===== src/rtl/mux_sel_sequencer.sv =====
// mux_sel_sequencer: drives the 2-bit select of the 4:1 mux, waits a settle
// interval per channel, captures the mux output and hands each sample to a
// downstream consumer over valid/ready. Enabled channels are scanned in
// ascending order.
//
// Optional build macro: MUX_SEL_SEQUENCER_CONTINUOUS_EN
//   defined   -> after the last enabled channel is accepted the sweep wraps to
//                the lowest latched channel and repeats until stop/reset.
//   undefined -> one sweep per start, then back to IDLE.
//
// state  | meaning
// IDLE   | waiting for start with a non-zero mask
// SETTLE | select held, dwell counter running down to capture
// HOLD   | sample presented, waiting for the consumer handshake
module mux_sel_sequencer #(
    parameter int NUM_CH  = 4,
    parameter int SEL_W   = 2,
    parameter int DWELL_W = 8
) (
    input  logic               clk_in,
    input  logic               rst_in,
    input  logic               start_in,
    input  logic               stop_in,
    input  logic [NUM_CH-1:0]  ch_mask_in,
    input  logic [DWELL_W-1:0] dwell_in,
    input  logic               mux_y_in,
    output logic [SEL_W-1:0]   sel_out,
    output logic               sample_valid_out,
    output logic               sample_data_out,
    output logic [SEL_W-1:0]   sample_ch_out,
    input  logic               sample_ready_in,
    output logic               busy_out,
    output logic               scan_done_out
);

    localparam logic [1:0] ST_IDLE   = 2'd0;
    localparam logic [1:0] ST_SETTLE = 2'd1;
    localparam logic [1:0] ST_HOLD   = 2'd2;

    logic [1:0]         r_state;
    logic [NUM_CH-1:0]  r_mask;
    logic [DWELL_W-1:0] r_dwell;
    logic [DWELL_W-1:0] r_cnt;
    logic [SEL_W-1:0]   r_sel;
    logic               r_valid;
    logic               r_data;
    logic [SEL_W-1:0]   r_ch;
    logic               r_busy;
    logic               r_done;

    logic [DWELL_W-1:0] w_dwell_eff;
    logic [SEL_W-1:0]   w_first_in_ch;
    logic               w_next_found;
    logic [SEL_W-1:0]   w_next_ch;
    logic               w_handshake;

    // A dwell of zero still needs one settle cycle before capture.
    assign w_dwell_eff = (dwell_in == '0) ? {{(DWELL_W-1){1'b0}}, 1'b1} : dwell_in;
    assign w_handshake = r_valid & sample_ready_in;

    // Lowest enabled channel of the incoming mask (start of a sweep).
    always_comb begin
        w_first_in_ch = '0;
        for (int i = NUM_CH - 1; i >= 0; i--) begin
            if (ch_mask_in[i]) w_first_in_ch = i[SEL_W-1:0];
        end
    end

    // Next enabled channel strictly above the current select, latched mask.
    always_comb begin
        w_next_found = 1'b0;
        w_next_ch    = '0;
        for (int i = NUM_CH - 1; i >= 0; i--) begin
            if (r_mask[i] && (i > int'(r_sel))) begin
                w_next_found = 1'b1;
                w_next_ch    = i[SEL_W-1:0];
            end
        end
    end

`ifdef MUX_SEL_SEQUENCER_CONTINUOUS_EN
    logic [SEL_W-1:0] w_first_lat_ch;

    // Lowest enabled channel of the latched mask, used when a sweep wraps.
    always_comb begin
        w_first_lat_ch = '0;
        for (int i = NUM_CH - 1; i >= 0; i--) begin
            if (r_mask[i]) w_first_lat_ch = i[SEL_W-1:0];
        end
    end
`endif

    // Sequencer FSM plus the datapath registers it owns.
    always_ff @(posedge clk_in) begin
        if (rst_in) begin
            r_state <= ST_IDLE;
            r_mask  <= '0;
            r_dwell <= '0;
            r_cnt   <= '0;
            r_sel   <= '0;
            r_valid <= 1'b0;
            r_data  <= 1'b0;
            r_ch    <= '0;
            r_busy  <= 1'b0;
            r_done  <= 1'b0;
        end else begin
            r_done <= 1'b0;
            if (stop_in) begin
                // Abort: captured data/channel are left as they were.
                r_state <= ST_IDLE;
                r_valid <= 1'b0;
                r_busy  <= 1'b0;
            end else begin
                case (r_state)
                    ST_IDLE: begin
                        if (start_in && (ch_mask_in != '0)) begin
                            r_mask  <= ch_mask_in;
                            r_dwell <= w_dwell_eff;
                            r_sel   <= w_first_in_ch;
                            r_cnt   <= w_dwell_eff - 1'b1;
                            r_state <= ST_SETTLE;
                            r_busy  <= 1'b1;
                        end
                    end
                    ST_SETTLE: begin
                        if (r_cnt != '0) begin
                            r_cnt <= r_cnt - 1'b1;
                        end else begin
                            r_data  <= mux_y_in;
                            r_ch    <= r_sel;
                            r_valid <= 1'b1;
                            r_state <= ST_HOLD;
                        end
                    end
                    ST_HOLD: begin
                        if (w_handshake) begin
                            r_valid <= 1'b0;
                            if (w_next_found) begin
                                r_sel   <= w_next_ch;
                                r_cnt   <= r_dwell - 1'b1;
                                r_state <= ST_SETTLE;
                            end else begin
                                r_done <= 1'b1;
`ifdef MUX_SEL_SEQUENCER_CONTINUOUS_EN
                                r_sel   <= w_first_lat_ch;
                                r_cnt   <= r_dwell - 1'b1;
                                r_state <= ST_SETTLE;
`else
                                r_state <= ST_IDLE;
                                r_busy  <= 1'b0;
`endif
                            end
                        end
                    end
                    default: begin
                        r_state <= ST_IDLE;
                        r_valid <= 1'b0;
                        r_busy  <= 1'b0;
                    end
                endcase
            end
        end
    end

    assign sel_out          = r_sel;
    assign sample_valid_out = r_valid;
    assign sample_data_out  = r_data;
    assign sample_ch_out    = r_ch;
    assign busy_out         = r_busy;
    assign scan_done_out    = r_done;

endmodule


===== config.mk =====
export PLATFORM = sky130hd
export DESIGN_NAME = mux_sel_sequencer
export DESIGN_NICKNAME = d
export VERILOG_FILES = /design/src/rtl/mux_sel_sequencer.sv
export SDC_FILE = /design/constraint.sdc
export NUM_CORES = 1
export LEC_CHECK = 0
export ABC_CLOCK_PERIOD_IN_PS = 6600
export CAP_MARGIN = 20
export CELL_PAD_IN_SITES_DETAIL_PLACEMENT = 1
export CELL_PAD_IN_SITES_GLOBAL_PLACEMENT = 1
export CORE_MARGIN = 2
export CORE_UTILIZATION = 46
export CTS_BUF_LIST = sky130_fd_sc_hd__clkbuf_2 sky130_fd_sc_hd__clkbuf_4 sky130_fd_sc_hd__clkbuf_8
export CTS_CLUSTER_DIAMETER = 60
export DETAILED_ROUTE_END_ITERATION = 10
export PLACE_DENSITY = 0.85
export SYNTH_ARGS = -nofsm -noshare
export SYNTH_HDL_FRONTEND = slang
export SYNTH_SLANG_ARGS = --single-unit

===== constraint.sdc =====
create_clock -name clk_in -period 6.6 [get_ports clk_in]
set_input_delay 1.98 -clock clk_in [delete_from_list [all_inputs] [get_ports clk_in]]
set_output_delay 1.98 -clock clk_in [all_outputs]
set_load 0.02 [all_outputs]

Yosys cells after proc, flatten, opt, wreduce, memory -nomap -nowiden
Cells that the tools add are included.
{ "word_totals": {"latchBits": 0, "rom_bits": 0, "ram_bits": 0, "input_bits": 18, "n_memories": 0, "word_cells": 83, "regBits": 30} }
{ "classes": {"shift": 0, "div": 0, "order_cmp": 3, "n_addsub": 3, "reduce_logical": 19, "bitwise_logic": 7, "multipliers": 0, "n_eq_ne": 8, "n_mux": 33} }
{ "ops": {"columns": ["cell", "n"], "rows": [
  ["$mux 8", 5],
  ["$mux 2", 13],
  ["$pmux 8 s3", 1],
  ["$sub 8x1->8 const B", 3],
  ["$ne 2x2->1 const B", 6],
  ["$reduce_and 3->1", 4],
  ["$mux 1", 10],
  ["$logic_not 8->1", 1],
  ["$reduce_bool 8->1", 1],
  ["$not 1->1", 6],
  ["$pmux 1 s3", 2],
  ["$pmux 2 s3", 1],
  ["$reduce_and 6->1", 1],
  ["$reduce_and 5->1", 1],
  ["$gt 2x2->1 const A", 2],
  ["$logic_and 1x1->1", 4],
  ["$pmux 2 s2", 1],
  ["$reduce_and 4->1", 1],
  ["$reduce_bool 4->1", 1],
  ["$reduce_or 4->1", 1],
  ["$reduce_bool 3->1", 1],
  ["$eq 2x1->1 const B", 1],
  ["$eq 2x2->1 const B", 1],
  ["$gt 1x2->1 const A", 1],
  ["4 further kinds", 4]
]} }

Depth between registers and ports, before layout
{ "logic_depth": {"depth_word": 8, "mapped_depth": 11, "ltp_nobuf": 10} }

Worst setup path after synthesis
No wires, ideal clock.
{ "synth_path": {"path_kind": "input to register", "start": "input port dwell_in[4]", "end": "register r_cnt[6]", "arrival_time_ns": 3.547, "setup_ns": 0.088, "required_time_ns": 6.512, "setup_slack_ns": 2.964, "path_stages": 8, "path_buffers": 0, "path_cell_list": "or4_1 > nor4_2 > o31a_2 > inv_2 > ha_1 > inv_1 > o21ai_0 > a311oi_2"} }
{ "synth_between": {"elab_chain_len": 5} }
{ "synth_rtl": {"columns": ["element", "line_no", "rtl"], "rows": [
  ["start, declared", "25", "input logic [DWELL_W-1:0] dwell_in,"],
  ["$logic_not 8->1", "58", "assign w_dwell_eff = (dwell_in == '0) ? {{(DWELL_W-1){1'b0}}, 1'b1} : dwell_in;"],
  ["$mux 8 (*)", "58", null],
  ["$sub 8x1->8 (*)", "120", "r_cnt <= w_dwell_eff - 1'b1;"],
  ["$mux 8 (*)", "116", "if (start_in && (ch_mask_in != '0)) begin"],
  ["$pmux 8 s3 (*)", "114", "case (r_state)"],
  ["end signal, assigned", "120", null],
  ["end signal, assigned", "127", "r_cnt <= r_cnt - 1'b1;"],
  ["end signal, assigned", "140", "r_cnt <= r_dwell - 1'b1;"],
  ["end, declared", "43", "logic [DWELL_W-1:0] r_cnt;"]
]} }
Every way passes the cells marked *; elsewhere a longest branch is shown, timed or not. The select of a mux whose other input is x is not followed.
A chain may end at the register's enable or synchronous reset.

Worst setup path in the final report
Same ends and word-level chain as after synthesis.

==> key figures <==
Status
  • Status: complete, no violations

Global route
  • Initial antenna violation count: 0
  • First-pass GRT wire length: 7445 um
  • Vias in the first global route: 1590
  • Grt ovf: 0
  • Largest net degree at the start of global routing: 27
  • GRT Total Usage: 0.2253

STA
  • Final period util: 0.6139
  • RSZ-0062 raised after global routing: false
  • Worst slew pin tran: 1032 ps
  • Final setup viols: 0
  • Worst hold margin: 503.2 ps
  • Crit path time final: 4052 ps
  • Setup Skew: 7.470 ps
  • Final Hold Viols: 0
  • Max frequency: 246.8 MHz
  • TNS Setup: 0 ps
  • Slew margin rel.: 0.3096
  • Final Slew Violations: 0

Floorplan
  • Initial core utilization: 0.4773
  • Top Ports: 26
  • Num rows: 22
  • Floorplan die width: 65.40 um
  • Die ar.: 0.004277 sq mm
  • Placeable Area: 0.003633 sq mm
  • Die Height: 65.40 um

Synthesis
  • Post-synthesis average cell area: 9.274 sq um
  • Fraction of registers with async set/reset: 0
  • Cell count after synthesis: 187
  • Post-Syn Area: 0.001734 sq mm
  • Cell variety after synth: 53
  • Seq/Total Area, Yosys: 0.3348
  • Number of synthesized register bits: 29
  • Yosys warning count: 0
  • Post-synth top flop: dfxtp_1
  • Post-Syn Nets: 211
  • Post-synth EDFFs: 0

Critical path
  • Slowest-stage cell, CP: or4_1
  • Worst Setup End Kind: register
  • R2R Setup Slk: 3810 ps
  • Crit path from: dwell_in[4]
  • Critical Path Source Type: input pin
  • Worst-path cell chain: clkdlybuf4s50_1 > or4_1 > nor4_2 > o31a_2 > inv_2 > ha_1 > inv_1 > o21ai_0 > a311oi_2
  • Crit path buffers/inverters: 3
  • R2R Path End: r_cnt[7]$_SDFFE_PP0P_
  • Critical Path Fanout Max: 6
  • Arrival time worst endpoint: 4230 ps
  • CP peak stage delay: 560 ps
  • R2r startpoint: r_state[0]$_SDFFE_PP0P_
  • CP Class: input pin to register
  • R2R depth: 7
  • Worst Path Required: 6780 ps
  • CP top delay family: simple AND/OR/NAND/NOR gates

Clocking
  • Post-CTS Setup Bufs: 0
  • Number of buffers created by CTS: 5
  • Clock Sinks: 29
  • CTS Root Cell: clkbuf_8
  • PostCTS Resize Cnt: 0
  • Hold buffers post-CTS: 0
  • H-Tree Depth: 2
  • CTS tree: yes
  • Clk Latency, worst-skew pair: 280 ps
  • Clock Pin Slew Worst Setup and Hold Paths: 60 ps
  • Clock Path Buffers: 2

Finish
  • ANT cells: 0
  • Final core utilization: 0.5744
  • Area growth from synthesis to layout: 20.35%
  • Nets: 232
  • Layout cells sized above 1: 0.1435
  • Final Cell Area: 0.002087 sq mm

Routing
  • Via Count: 1498
  • DRC: 0
  • Routed wire length per instance: 16.97 um
  • DRT iter0 DRCs: 84
  • Final ANT Viol Nets: 0
  • Vias per std cell: 5.829
  • TritonRoute pass-1 iters: 4
  • Routed WL: 4361 um

Power and ir drop
  • Max rail drop VDD: 0.1315 mV
  • Switching Fraction: 0.2953
  • Net switching power: 0.1384 mW
  • Power Total: 0.4689 mW
  • Int Pwr: 0.3305 mW
  • Pleak: 0.7555 nW
  • Comb pwr share: 0.234
  • Clk pwr share: 0.344
  • Seq pwr share: 0.422
  • PwrDens: 224.7 mW/mm^2

Worst hold path
  • Worst hold start: sample_ch_out[1]$_SDFFE_PP0P_
  • Min-Delay Endpoint: sample_ch_out[1]$_SDFFE_PP0P_
  • Hold path depth: 2
  • Hold/Removal Path Class: register to register

Run
  • Max_cap viols: 0

Place
  • GP Congestion: 0.8277
  • DP Wirelength: 3315 um
  • DP Area: 0.001974 sq mm
  • PortBufs: 25
placed cells by master (no fill, tap or decap), types with 2 or more instances in the layout:
cell,count
dfxtp_1,29
nor2b_1,3
mux2i_2,3
a22o_1,5
or4_4,2
nand4_1,3
a22oi_1,4
a21oi_1,8
a211o_1,3
xnor2_1,2
clkdlybuf4s50_1,25
a211oi_1,5
nand2b_1,2
nor2_1,33
clkbuf_8,7
nand2_1,6
inv_1,4
o21ai_0,5
mux2i_1,14
nand3_1,2
nor3_1,5
ha_1,6
a311oi_2,2
o211ai_1,2
area by class of cell:
| type | instances | area [sq um] |
|---|---|---|
| Clock inverter | 1 | 5.005 |
| Multi-Input combinational cell | 141 | 1065 |
| Tap cell | 48 | 60.06 |
| Sequential cell | 29 | 580.6 |
| Fill cell | 433 | 1546 |
| Inverter | 5 | 18.77 |
| Timing Repair Buffer | 26 | 261.5 |
| Clock buffer | 7 | 96.34 |
cells in the mapped netlist, drive strengths merged, types with 2 or more instances:
cell type  count  share of area
buf            6          0.030
or4            3          0.017
nand4          3          0.011
a211o          4          0.021
mux2i         18           0.12
nor4           2          0.011
nor2          33          0.071
dfxtp         29           0.33
inv            5          0.011
xnor2          2          0.010
nand2          6          0.013
nor2b          3          0.011
a21oi          8          0.023
nand2b         2         0.0072
o21ai          6          0.024
a22oi          4          0.017
clkbuf         6          0.014
a311oi         2          0.017
a22o           6          0.031
a211oi         5          0.022
ha             6          0.043
nor3           5          0.014
o211ai         2         0.0087
nor3b          2         0.0087
nand3          2         0.0058
power groups by stage:
| stage | logic (mW) | clock network [mW] | registers [mW] |
|---|---|---|---|
| after global routing | 0.120 | 0.172 | 0.199 |
| after detailed placement | 0.109 | 0 | 0.201 |
| final | 0.110 | 0.161 | 0.198 |
| after global placement | 0.103 | 0 | 0.200 |
| after CTS | 0.110 | 0.163 | 0.197 |
| after floorplan | 0.0786 | 0 | 0.198 |
state kept, by name, summed over array words and instances (netlist names):
name,count
sample_valid_out,1
r_cnt,8
scan_done_out,1
r_dwell,8
busy_out,1
sel_out,2
r_mask,3
r_state,2
sample_ch_out,2
sample_data_out,1
worst register-to-register path, cell delays in order, from the launching register on:
cell	delay, ps
dfxtp_1	350
inv_1	120
ha_1	660
nor2_1	130
or2_2	350
a221oi_4	610
nor2_1	110
a2111oi_2	350
logic make-up after synthesis:
family / Yosys count / synth area share
simple gates: 64 / 0.1854
compound gates: 51 / 0.2547
flops: 29 / 0.3348
mux: 18 / 0.1176
buf+inv: 17 / 0.05411
fa+ha+maj: 6 / 0.04329
xor+xnor: 2 / 0.01010
worst max-delay path by stage:
stage / endpoint / cells past startpoint
after detailed placement: r_cnt[6]$_SDFFE_PP0P_ / 9
after global placement: r_cnt[6]$_SDFFE_PP0P_ / 9
after global routing: r_cnt[6]$_SDFFE_PP0P_ / 9
after floorplan: r_cnt[6]$_SDFFE_PP0P_ / 8
after CTS: r_cnt[6]$_SDFFE_PP0P_ / 9
final: r_cnt[6]$_SDFFE_PP0P_ / 9
routing by layer:
metal  vias to the layer above  wire (um)  global-route usage
met5                         -          0                   0
met4                         0         24             0.05469
met3                         4        240             0.05993
met2                        47       2198              0.3903
met1                       714       1897              0.2779
li1                        733          -                   -
metrics by stage:
| step | std cells | setup WS, ps |
|---|---|---|
| after floorplan | 187 | 2964 |
| after detailed placement | 248 | 2264 |
| after global routing | 257 | 2437 |
| final | 257 | 2548 |
| after global placement | 248 | 2333 |
| after CTS | 256 | 2553 |
(Power assumes the default switching activity.)
